===== src/rtl/cnn_train_if.sv =====
// Handshake and parameter-bus bundle between the training controller and its
// environment (LFSR, sample source, parameter register file, datapath consumers).
interface cnn_train_if #(
    parameter int WIDTH          = 16,
    parameter int FCL_OUTPUT_DIM = 10,
    parameter int IDXW           = 4
);
    logic                            start;
    logic                            reinit;
    logic                            train_mode;
    logic [WIDTH*FCL_OUTPUT_DIM-1:0] rand_word;
    logic                            sample_valid;
    logic                            sample_ready;
    logic                            param_we;
    logic                            param_sel;
    logic [IDXW-1:0]                 param_idx;
    logic [WIDTH*FCL_OUTPUT_DIM-1:0] param_data;
    logic                            commit;
    logic                            result_valid;
    logic                            init_done;
    logic [31:0]                     sample_count;
    logic [15:0]                     epoch_count;
    logic                            epoch_done;

    modport master (
        output start, reinit, train_mode, rand_word, sample_valid,
        input  sample_ready, param_we, param_sel, param_idx, param_data,
               commit, result_valid, init_done, sample_count, epoch_count, epoch_done
    );

    modport slave (
        input  start, reinit, train_mode, rand_word, sample_valid,
        output sample_ready, param_we, param_sel, param_idx, param_data,
               commit, result_valid, init_done, sample_count, epoch_count, epoch_done
    );
endinterface


===== src/rtl/cnn_train_controller.sv =====
// Training sequencer: writes random initial conv/FCL parameter rows, then runs the
// per-sample accept / settle / commit loop with sample and epoch accounting.
module cnn_train_controller #(
    parameter int WIDTH             = 16,
    parameter int CHANNELS          = 10,
    parameter int KERNEL_DIM        = 3,
    parameter int FCL_INPUT_DIM     = 4,
    parameter int FCL_OUTPUT_DIM    = 10,
    parameter int SETTLE_CYCLES     = 2,
    parameter int SAMPLES_PER_EPOCH = 60000,
    parameter int IDXW = $clog2((CHANNELS > FCL_INPUT_DIM + 1) ? CHANNELS : FCL_INPUT_DIM + 1)
) (
    input  logic       clk,
    input  logic       reset,
    cnn_train_if.slave bus
);
    localparam int DW = WIDTH * FCL_OUTPUT_DIM;
    localparam int SW = (SETTLE_CYCLES > 1) ? $clog2(SETTLE_CYCLES) : 1;

    if (KERNEL_DIM * KERNEL_DIM > FCL_OUTPUT_DIM) begin : g_kernel_fit_check
        $error("KERNEL_DIM squared must not exceed FCL_OUTPUT_DIM");
    end

    typedef enum logic [2:0] {IDLE, INIT_CONV, INIT_FCL, READY, SETTLE, COMMIT} state_t;

    state_t          state_r, nxt_state_s;
    logic [IDXW-1:0] row_r, nxt_row_s;
    logic [SW-1:0]   settle_r, nxt_settle_s;
    logic            mode_r, nxt_mode_s;
    logic [31:0]     scount_r, nxt_scount_s;
    logic [15:0]     ecount_r, nxt_ecount_s;
    logic            nxt_edone_s;
    logic            nxt_init_s;

    logic            param_we_r, param_sel_r, sample_ready_r, commit_r;
    logic            result_valid_r, init_done_r, epoch_done_r;
    logic [IDXW-1:0] param_idx_r;
    logic [DW-1:0]   param_data_r;

    // Next-state, counter and accounting decode
    always_comb begin
        nxt_state_s  = state_r;
        nxt_row_s    = row_r;
        nxt_settle_s = settle_r;
        nxt_mode_s   = mode_r;
        nxt_scount_s = scount_r;
        nxt_ecount_s = ecount_r;
        nxt_edone_s  = 1'b0;
        case (state_r)
            IDLE: begin
                if (bus.start) begin
                    nxt_state_s = INIT_CONV;
                    nxt_row_s   = '0;
                end else begin
                    nxt_state_s = IDLE;
                end
            end
            INIT_CONV: begin
                if (row_r == IDXW'(CHANNELS - 1)) begin
                    nxt_state_s = INIT_FCL;
                    nxt_row_s   = '0;
                end else begin
                    nxt_row_s = row_r + IDXW'(1);
                end
            end
            INIT_FCL: begin
                // Last row (index FCL_INPUT_DIM) is the bias row
                if (row_r == IDXW'(FCL_INPUT_DIM)) begin
                    nxt_state_s = READY;
                    nxt_row_s   = '0;
                end else begin
                    nxt_row_s = row_r + IDXW'(1);
                end
            end
            READY: begin
                if (bus.reinit) begin
                    nxt_state_s  = INIT_CONV;
                    nxt_row_s    = '0;
                    nxt_scount_s = 32'd0;
                    nxt_ecount_s = 16'd0;
                end else if (bus.sample_valid) begin
                    nxt_state_s  = SETTLE;
                    nxt_settle_s = '0;
                    nxt_mode_s   = bus.train_mode;
                end else begin
                    nxt_state_s = READY;
                end
            end
            SETTLE: begin
                if (settle_r == SW'(SETTLE_CYCLES - 1)) begin
                    nxt_state_s = COMMIT;
                    if (scount_r == 32'(SAMPLES_PER_EPOCH - 1)) begin
                        nxt_scount_s = 32'd0;
                        nxt_ecount_s = ecount_r + 16'd1;
                        nxt_edone_s  = 1'b1;
                    end else begin
                        nxt_scount_s = scount_r + 32'd1;
                    end
                end else begin
                    nxt_settle_s = settle_r + SW'(1);
                end
            end
            COMMIT: begin
                nxt_state_s = READY;
            end
            default: begin
                nxt_state_s = IDLE;
            end
        endcase
        nxt_init_s = (nxt_state_s == INIT_CONV) || (nxt_state_s == INIT_FCL);
    end

    // State, counters and registered Moore outputs
    always_ff @(posedge clk or posedge reset) begin
        if (reset) begin
            state_r        <= IDLE;
            row_r          <= '0;
            settle_r       <= '0;
            mode_r         <= 1'b0;
            scount_r       <= 32'd0;
            ecount_r       <= 16'd0;
            param_we_r     <= 1'b0;
            param_sel_r    <= 1'b0;
            param_idx_r    <= '0;
            param_data_r   <= '0;
            sample_ready_r <= 1'b0;
            commit_r       <= 1'b0;
            result_valid_r <= 1'b0;
            init_done_r    <= 1'b0;
            epoch_done_r   <= 1'b0;
        end else begin
            state_r        <= nxt_state_s;
            row_r          <= nxt_row_s;
            settle_r       <= nxt_settle_s;
            mode_r         <= nxt_mode_s;
            scount_r       <= nxt_scount_s;
            ecount_r       <= nxt_ecount_s;
            param_we_r     <= nxt_init_s;
            param_sel_r    <= (nxt_state_s == INIT_FCL);
            param_idx_r    <= nxt_init_s ? nxt_row_s : '0;
            param_data_r   <= nxt_init_s ? bus.rand_word : param_data_r;
            sample_ready_r <= (nxt_state_s == READY);
            commit_r       <= (nxt_state_s == COMMIT) && nxt_mode_s;
            result_valid_r <= (nxt_state_s == COMMIT);
            init_done_r    <= (nxt_state_s == READY) || (nxt_state_s == SETTLE) ||
                              (nxt_state_s == COMMIT);
            epoch_done_r   <= nxt_edone_s;
        end
    end

    assign bus.param_we     = param_we_r;
    assign bus.param_sel    = param_sel_r;
    assign bus.param_idx    = param_idx_r;
    assign bus.param_data   = param_data_r;
    assign bus.sample_ready = sample_ready_r;
    assign bus.commit       = commit_r;
    assign bus.result_valid = result_valid_r;
    assign bus.init_done    = init_done_r;
    assign bus.sample_count = scount_r;
    assign bus.epoch_count  = ecount_r;
    assign bus.epoch_done   = epoch_done_r;
endmodule


===== src/flat_wrapper.sv =====
// flat-port wrapper written by rule: the top's interface ports become plain ports
module cnn_train_controller_flat 
#(
    parameter int WIDTH             = 16,
    parameter int CHANNELS          = 10,
    parameter int KERNEL_DIM        = 3,
    parameter int FCL_INPUT_DIM     = 4,
    parameter int FCL_OUTPUT_DIM    = 10,
    parameter int SETTLE_CYCLES     = 2,
    parameter int SAMPLES_PER_EPOCH = 60000,
    parameter int IDXW = $clog2((CHANNELS > FCL_INPUT_DIM + 1) ? CHANNELS : FCL_INPUT_DIM + 1)
)
  (clk, reset, bus_start, bus_reinit, bus_train_mode, bus_rand_word, bus_sample_valid, bus_sample_ready, bus_param_we, bus_param_sel, bus_param_idx, bus_param_data, bus_commit, bus_result_valid, bus_init_done, bus_sample_count, bus_epoch_count, bus_epoch_done);
  cnn_train_if #(.WIDTH(WIDTH), .FCL_OUTPUT_DIM(FCL_OUTPUT_DIM), .IDXW(IDXW)) bus_i ();
  input  logic clk;
  input  logic reset;
  input wire logic [$bits(bus_i.start)-1:0] bus_start;
  input wire logic [$bits(bus_i.reinit)-1:0] bus_reinit;
  input wire logic [$bits(bus_i.train_mode)-1:0] bus_train_mode;
  input wire logic [$bits(bus_i.rand_word)-1:0] bus_rand_word;
  input wire logic [$bits(bus_i.sample_valid)-1:0] bus_sample_valid;
  output wire logic [$bits(bus_i.sample_ready)-1:0] bus_sample_ready;
  output wire logic [$bits(bus_i.param_we)-1:0] bus_param_we;
  output wire logic [$bits(bus_i.param_sel)-1:0] bus_param_sel;
  output wire logic [$bits(bus_i.param_idx)-1:0] bus_param_idx;
  output wire logic [$bits(bus_i.param_data)-1:0] bus_param_data;
  output wire logic [$bits(bus_i.commit)-1:0] bus_commit;
  output wire logic [$bits(bus_i.result_valid)-1:0] bus_result_valid;
  output wire logic [$bits(bus_i.init_done)-1:0] bus_init_done;
  output wire logic [$bits(bus_i.sample_count)-1:0] bus_sample_count;
  output wire logic [$bits(bus_i.epoch_count)-1:0] bus_epoch_count;
  output wire logic [$bits(bus_i.epoch_done)-1:0] bus_epoch_done;
  assign bus_i.start = bus_start;
  assign bus_i.reinit = bus_reinit;
  assign bus_i.train_mode = bus_train_mode;
  assign bus_i.rand_word = bus_rand_word;
  assign bus_i.sample_valid = bus_sample_valid;
  assign bus_sample_ready = bus_i.sample_ready;
  assign bus_param_we = bus_i.param_we;
  assign bus_param_sel = bus_i.param_sel;
  assign bus_param_idx = bus_i.param_idx;
  assign bus_param_data = bus_i.param_data;
  assign bus_commit = bus_i.commit;
  assign bus_result_valid = bus_i.result_valid;
  assign bus_init_done = bus_i.init_done;
  assign bus_sample_count = bus_i.sample_count;
  assign bus_epoch_count = bus_i.epoch_count;
  assign bus_epoch_done = bus_i.epoch_done;
  cnn_train_controller #(.WIDTH(WIDTH), .CHANNELS(CHANNELS), .KERNEL_DIM(KERNEL_DIM), .FCL_INPUT_DIM(FCL_INPUT_DIM), .FCL_OUTPUT_DIM(FCL_OUTPUT_DIM), .SETTLE_CYCLES(SETTLE_CYCLES), .SAMPLES_PER_EPOCH(SAMPLES_PER_EPOCH), .IDXW(IDXW)) u_core (.clk(clk), .reset(reset), .bus(bus_i));
endmodule

===== config.mk =====
export PLATFORM = sky130hd
export DESIGN_NAME = cnn_train_controller_flat
export DESIGN_NICKNAME = d
export VERILOG_FILES = /design/src/rtl/cnn_train_if.sv /design/src/rtl/cnn_train_controller.sv /design/src/flat_wrapper.sv
export SDC_FILE = /design/constraint.sdc
export NUM_CORES = 1
export LEC_CHECK = 0
export ABC_CLOCK_PERIOD_IN_PS = 10200
export CAP_MARGIN = 20
export CORE_MARGIN = 2
export CORE_UTILIZATION = 43
export CTS_CLUSTER_DIAMETER = 40
export CTS_CLUSTER_SIZE = 8
export DETAILED_ROUTE_END_ITERATION = 10
export GPL_TIMING_DRIVEN = 0
export PLACE_DENSITY = 0.77
export REMOVE_ABC_BUFFERS = 1
export SETUP_SLACK_MARGIN = 0.05
export SLEW_MARGIN = 20
export SYNTH_ARGS = -nofsm -noshare
export SYNTH_HDL_FRONTEND = slang
export SYNTH_SLANG_ARGS = --single-unit

===== constraint.sdc =====
create_clock -name clk -period 10.2 [get_ports clk]
set_clock_uncertainty 0.2 [all_clocks]
set_input_delay 2.55 -clock clk [delete_from_list [all_inputs] [get_ports clk]]
set_output_delay 2.55 -clock clk [all_outputs]
set_load 0.02 [all_outputs]

==> results.json, run 1 <==
{
  "synth_common_cells": "dfrtp_1 (228), mux2_1 (89), mux2_2 (72)",
  "wl_per_cell_um": 19.5,
  "synth_top_family_by_area": "multiplexers",
  "synth_top_area_frac": 0.603,
  "status": "finished, final reports clean",
  "grt_pass1_wl_um": 43200,
  "min_path_type": "register to register",
  "cts_tree": "yes",
  "crit_type": "primary input to register",
  "grt_pass1_vias": 7436,
  "firstDrtPassIters": 4,
  "port_buffers": 384,
  "grtUsageTotal": 0.234,
  "detail-route-antenna-nets": 0,
  "finalSetupTns_ns": 0,
  "setup_violations": 0,
  "critPathRequiredTime_ns": 10.36,
  "hold_buffers": 0,
  "dp.final_hpwl_um": 20600,
  "finalPower_mw": 4.94,
  "ys.flop_type": "dfrtp_1",
  "cts_buffer_depth": 3,
  "synthSimpleGateAreaFrac": 0.0993,
  "ys_types": 51,
  "finalNetCount": 1274,
  "critical_path.max_fanout": 20,
  "row_count": 54,
  "clk_latency_ns": 0.49,
  "leakagePower_nw": 6.27,
  "async_reset_ff_frac": 1.00,
  "synthMuxAreaShare": 0.196,
  "synth-compound-area-share": 0.0429,
  "final.setup.worst_slack_ns": 4.89,
  "place_ws_ns": 4.37,
  "fin_crit_ns": 5.31,
  "rsz0062_at_grt": "no",
  "relSlewSlack": 0.280,
  "avgSynthCellArea_um2": 13.6,
  "dieArea_um2": 23200,
  "start_kind": "primary input",
  "drt-total-wl_um": 27300,
  "yosysMostFrequentCell": "dfrtp_1",
  "cts_resized": 0,
  "synth-xor-area-share": 0.0250,
  "irDropWorstVdd_v": 0.000210,
  "cts_setup_buffers": 0,
  "dp.cells": 1343,
  "grt_overflow_total": 0,
  "drv_cap": 0,
  "drc": 0,
  "clock-root-buffer": "clkbuf_16",
  "period_share": 0.520,
  "clkTransAtPathRegs_ns": 0.05,
  "cts-buffers-inserted": 38,
  "synth.yosys.seq_area_share": 0.603,
  "area_growth_pct": 57.9,
  "drtIter0Drc": 329,
  "initial_utilization": 0.436,
  "via_count": 7174,
  "antenna_found_initial": 3,
  "ctsHtreeMaxLevel": 2,
  "p_per_area_nw_per_um2": 331,
  "core_area_um2": 21700,
  "end_kind": "register",
  "dieWidth_um": 152,
  "hold_violations": 0,
  "cts_sinks": 228,
  "synth_area_leaders": "dfrtp_1 (60%), mux2_1 (11%), mux2_2 (8.6%)",
  "yosys.area_share.adder": 0.00661,
  "io_pins": 385,
  "netlist_instances": 697,
  "slew_violations": 0,
  "layout-drive-gt1-share": 0.130,
  "tightest_slew_ns": 1.07,
  "yosysTopAreaCell": "dfrtp_1",
  "globalplace.congestion": 0.813,
  "netlist_area_um2": 9460,
  "die_y_um": 152,
  "yosysWarnings": 0,
  "worst_hold_slack_ns": 0.278,
  "routed_via_density": 5.12,
  "synth_edf_count": 0,
  "fin_cells": 1400,
  "max_freq_mhz": 188,
  "grt_max_degree": 102,
  "cp.arrival_ns": 5.47,
  "ys_ff_latch": 228
}
## final timing paths
kind / from / end / slack [ns] / cells after the start
worst max-delay path: bus_reinit / u_core.bus.param_data[17] / 4.89 / 11
worst min register to register: u_core.bus.param_data[21] / u_core.bus.param_data[21] / 0.28 / 1
min in group asynchronous: reset / u_core.bus.param_data[95] / 2.30 / 2
max in group asynchronous: reset / u_core.bus.param_data[56] / 6.66 / 3
worst max register to register: u_core.state_r[0] / u_core.bus.param_data[17] / 6.71 / 10
worst min-delay path: u_core.bus.param_data[21] / u_core.bus.param_data[21] / 0.28 / 1
## flip-flops by register name, indices dropped and copies added, names as in the netlist, 3 cells and up
signal                   count
u_core.bus.epoch_count      16
u_core.bus.param_data      160
u_core.bus.param_idx         4
u_core.bus.sample_count     32
u_core.row_r                 4
u_core.state_r               3
## metrics by stage
step / util / instance area, µm²
after detailed placement: 0.635 / 13800
final: 0.689 / 14900
after global routing: 0.689 / 14900
after floorplan: - / 9250
after CTS: 0.688 / 14900
after global placement: 0.620 / 13400
## placed cells by master (no fill, tap or decap), types with 3 or more instances in the layout
cell / synthesis / layout
or4_1: 8 / 8
nand4_1: 23 / 23
xnor2_1: 4 / 4
a21oi_1: 14 / 14
clkbuf_8: 0 / 5
nor2b_1: 3 / 3
o2bb2ai_1: 3 / 3
mux2_2: 72 / 72
nor4_1: 7 / 6
nor2_1: 37 / 36
xor2_1: 23 / 23
clkdlybuf4s50_1: 0 / 384
and2_1: 4 / 4
and3_1: 10 / 10
and4_1: 4 / 4
nand3_1: 25 / 25
o21ai_0: 15 / 15
mux2_1: 89 / 89
or3_1: 4 / 4
diode_2: 0 / 3
a21o_1: 4 / 4
dfrtp_1: 228 / 228
clkbuf_16: 0 / 39
inv_1: 12 / 11
nand2_1: 27 / 27
ha_1: 5 / 5
clkbuf_1: 6 / 4
nand2b_1: 8 / 8
o31ai_1: 8 / 8
buf_16: 0 / 9
buf_8: 0 / 4
## area by class of cell
cell class,count,area (µm²)
timing repair buffer,397,4150
clock inverter,6,90.1
fill,1527,6750
tap,280,350
sequential,228,5710
inverter,12,52.6
multi-input combinational,426,3520
antenna,3,7.51
clock buffer,48,1060
## where the power goes
group | switching [mW] | internal (mW) | leakage [nW]
registers | 0.204 | 1.28 | 2.79
logic | 1.08 | 1.21 | 2.93
clock network | 0.395 | 0.768 | 0.562
total | 1.68 | 3.26 | 6.27
## critical path, stage by stage
cell	delay [ns]
clkdlybuf4s50_1	0.57
nor2b_1	0.10
a31oi_1	0.30
o211ai_1	0.20
mux2i_4	0.44
buf_8	0.25
buf_16	0.18
buf_8	0.16
buf_16	0.18
buf_16	0.17
mux2_1	0.35
## layer usage
metal  vias to the layer above  global-route usage  part of all wire
li1                       3315                   -                 -
met3                        42              0.0583             0.066
met5                         -                   0                 0
met4                         0              0.0565             0.020
met2                       241               0.411              0.51
met1                      3576               0.293              0.40
## kinds of logic after synthesis
logic type,Yosys count
xor+xnor,27
buf+inv,43
fa+ha+maj,5
flops,228
compound gates,59
simple gates,171
mux,164
No activity file was read; power rests on OpenSTA's default activity.
==> run 2, diff against run 1 <==
ABC_CLOCK_PERIOD_IN_PS = 4700   (was 10200)
CORE_UTILIZATION = 39   (was 43)
PLACE_DENSITY = 0.74   (was 0.77)
clock period = 4.7 ns   (was 10.2 ns; I/O delays follow)
==> results.json, run 2 (synthesis results as in run 1) <==
{
  "hold_violations": 0,
  "grt_pass1_vias": 7385,
  "layout-drive-gt1-share": 0.127,
  "clock-root-buffer": "clkbuf_16",
  "cts_buffer_depth": 3,
  "hold_buffers": 0,
  "post-route-util": 0.633,
  "cp_top_family": "buffers and inverters",
  "grtUsageTotal": 0.219,
  "grt_max_degree": 102,
  "cts_sinks": 228,
  "layout_commonest_cell": "clkdlybuf4s50_1",
  "final.setup.worst_slack_ns": 0.801,
  "cts_tree": "yes",
  "dp.final_hpwl_um": 21000,
  "cp_num_buf_inv": 5,
  "wl_per_cell_um": 19.5,
  "die_y_um": 160,
  "place_ws_ns": 0.255,
  "grt_pass1_wl_um": 43900,
  "end_kind": "register",
  "fin_crit_ns": 3.90,
  "drc": 0,
  "largest_reg_flops": 160,
  "path_depth": 10,
  "finalNetCount": 1273,
  "initial_utilization": 0.401,
  "ctsHtreeMaxLevel": 2,
  "p_per_area_nw_per_um2": 713,
  "routed_via_density": 5.00,
  "fin_cells": 1446,
  "crit_type": "primary input to register",
  "period_share": 0.830,
  "row_count": 56,
  "final_cell_mix": "clkdlybuf4s50_1 (384), dfrtp_1 (228), mux2_1 (89)",
  "drt-total-wl_um": 28100,
  "globalplace.congestion": 0.810,
  "min_path_type": "register to register",
  "cts-buffers-inserted": 38,
  "slew_violations": 0,
  "slowest_delay_ns": 0.60,
  "cp_common_cell": "buf_16",
  "antenna_found_initial": 5,
  "r2r.worst_path.cells": 9,
  "cts_setup_buffers": 0,
  "area_growth_pct": 58.0,
  "cp.arrival_ns": 4.06,
  "start_kind": "primary input",
  "worst_hold_slack_ns": 0.279,
  "place_area_um2": 13800,
  "status": "finished, final reports clean",
  "io_pins": 385,
  "rsz0062_at_grt": "no",
  "critical_path.max_fanout": 20,
  "drtIter0Drc": 344,
  "holdPathStages": 1,
  "critPathRequiredTime_ns": 4.86,
  "relSlewSlack": 0.299,
  "dieWidth_um": 160,
  "cp_cell_sequence": "clkdlybuf4s50_1 -> nor2b_1 -> o21ai_0 -> a31o_2 -> mux2i_4 -> buf_16 -> buf_16 -> buf_16 -> buf_8 -> mux2_1",
  "core_area_um2": 23600,
  "tightest_slew_ns": 1.05,
  "grt_overflow_total": 0,
  "stdcell_area_um2": 14900,
  "clk_latency_ns": 0.49,
  "drv_cap": 0,
  "irDropWorstVdd_v": 0.000285,
  "cts_resized": 0,
  "port_buffers": 384,
  "leakagePower_nw": 6.26,
  "clkTransAtPathRegs_ns": 0.04,
  "dp.cells": 1381,
  "slowest_stage": "mux2i_4",
  "firstDrtPassIters": 4,
  "dieArea_um2": 25500,
  "detail-route-antenna-nets": 0,
  "setup_violations": 0,
  "via_count": 7237,
  "max_freq_mhz": 256
}
-- run 2: changes by cell type in the layout (fill, tap and decap cells not counted) --
cell and delta:
buf_8 -1, bufinv_16 -2, clkbuf_1 +6, clkbuf_8 +1, clkinv_2 +2, clkinv_4 -1, diode_2 +2, nor4_1 +1
nor4_2 -1
-- run 2: cell type report --
class | count | area, µm²
antenna | 5 | 12.5
multi-input combinational | 426 | 3510
timing repair buffer | 396 | 4140
sequential | 228 | 5710
tap | 319 | 399
clock buffer | 55 | 1100
fill | 1869 | 8660
inverter | 12 | 52.6
clock inverter | 5 | 31.3
-- run 2: final timing paths --
path                                          start                          to  slack (ns)
max                                      bus_reinit   u_core.bus.param_data[49]        0.80
min                        u_core.bus.param_data[9]    u_core.bus.param_data[9]        0.28
min reg2reg                u_core.bus.param_data[9]    u_core.bus.param_data[9]        0.28
min in group asynchronous                     reset  u_core.bus.param_data[130]        0.87
max in group asynchronous                     reset    u_core.bus.param_data[5]        2.24
max reg2reg                       u_core.state_r[1]   u_core.bus.param_data[49]        1.29
-- run 2: per-layer routing --
layer  part of all wire  up-vias  global-route usage
met3              0.080       41              0.0714
met2               0.51      269               0.381
met4              0.019        0              0.0690
li1                   -     3344                   -
met5                  0        -                   0
met1               0.39     3583               0.257
-- run 2: stage by stage --
step	power, mW	TNS, ns
after detailed placement	8.25	0
after global placement	7.32	-1855.48
after CTS	10.8	0
after global routing	11.2	0
final	10.7	0
after floorplan	5.79	-794.75
-- run 2: power breakdown --
part | leakage (nW) | switching [mW] | internal, mW | total [mW]
combinational | 2.92 | 2.36 | 2.61 | 4.97
clock | 0.552 | 0.875 | 1.59 | 2.47
sequential | 2.79 | 0.441 | 2.77 | 3.21
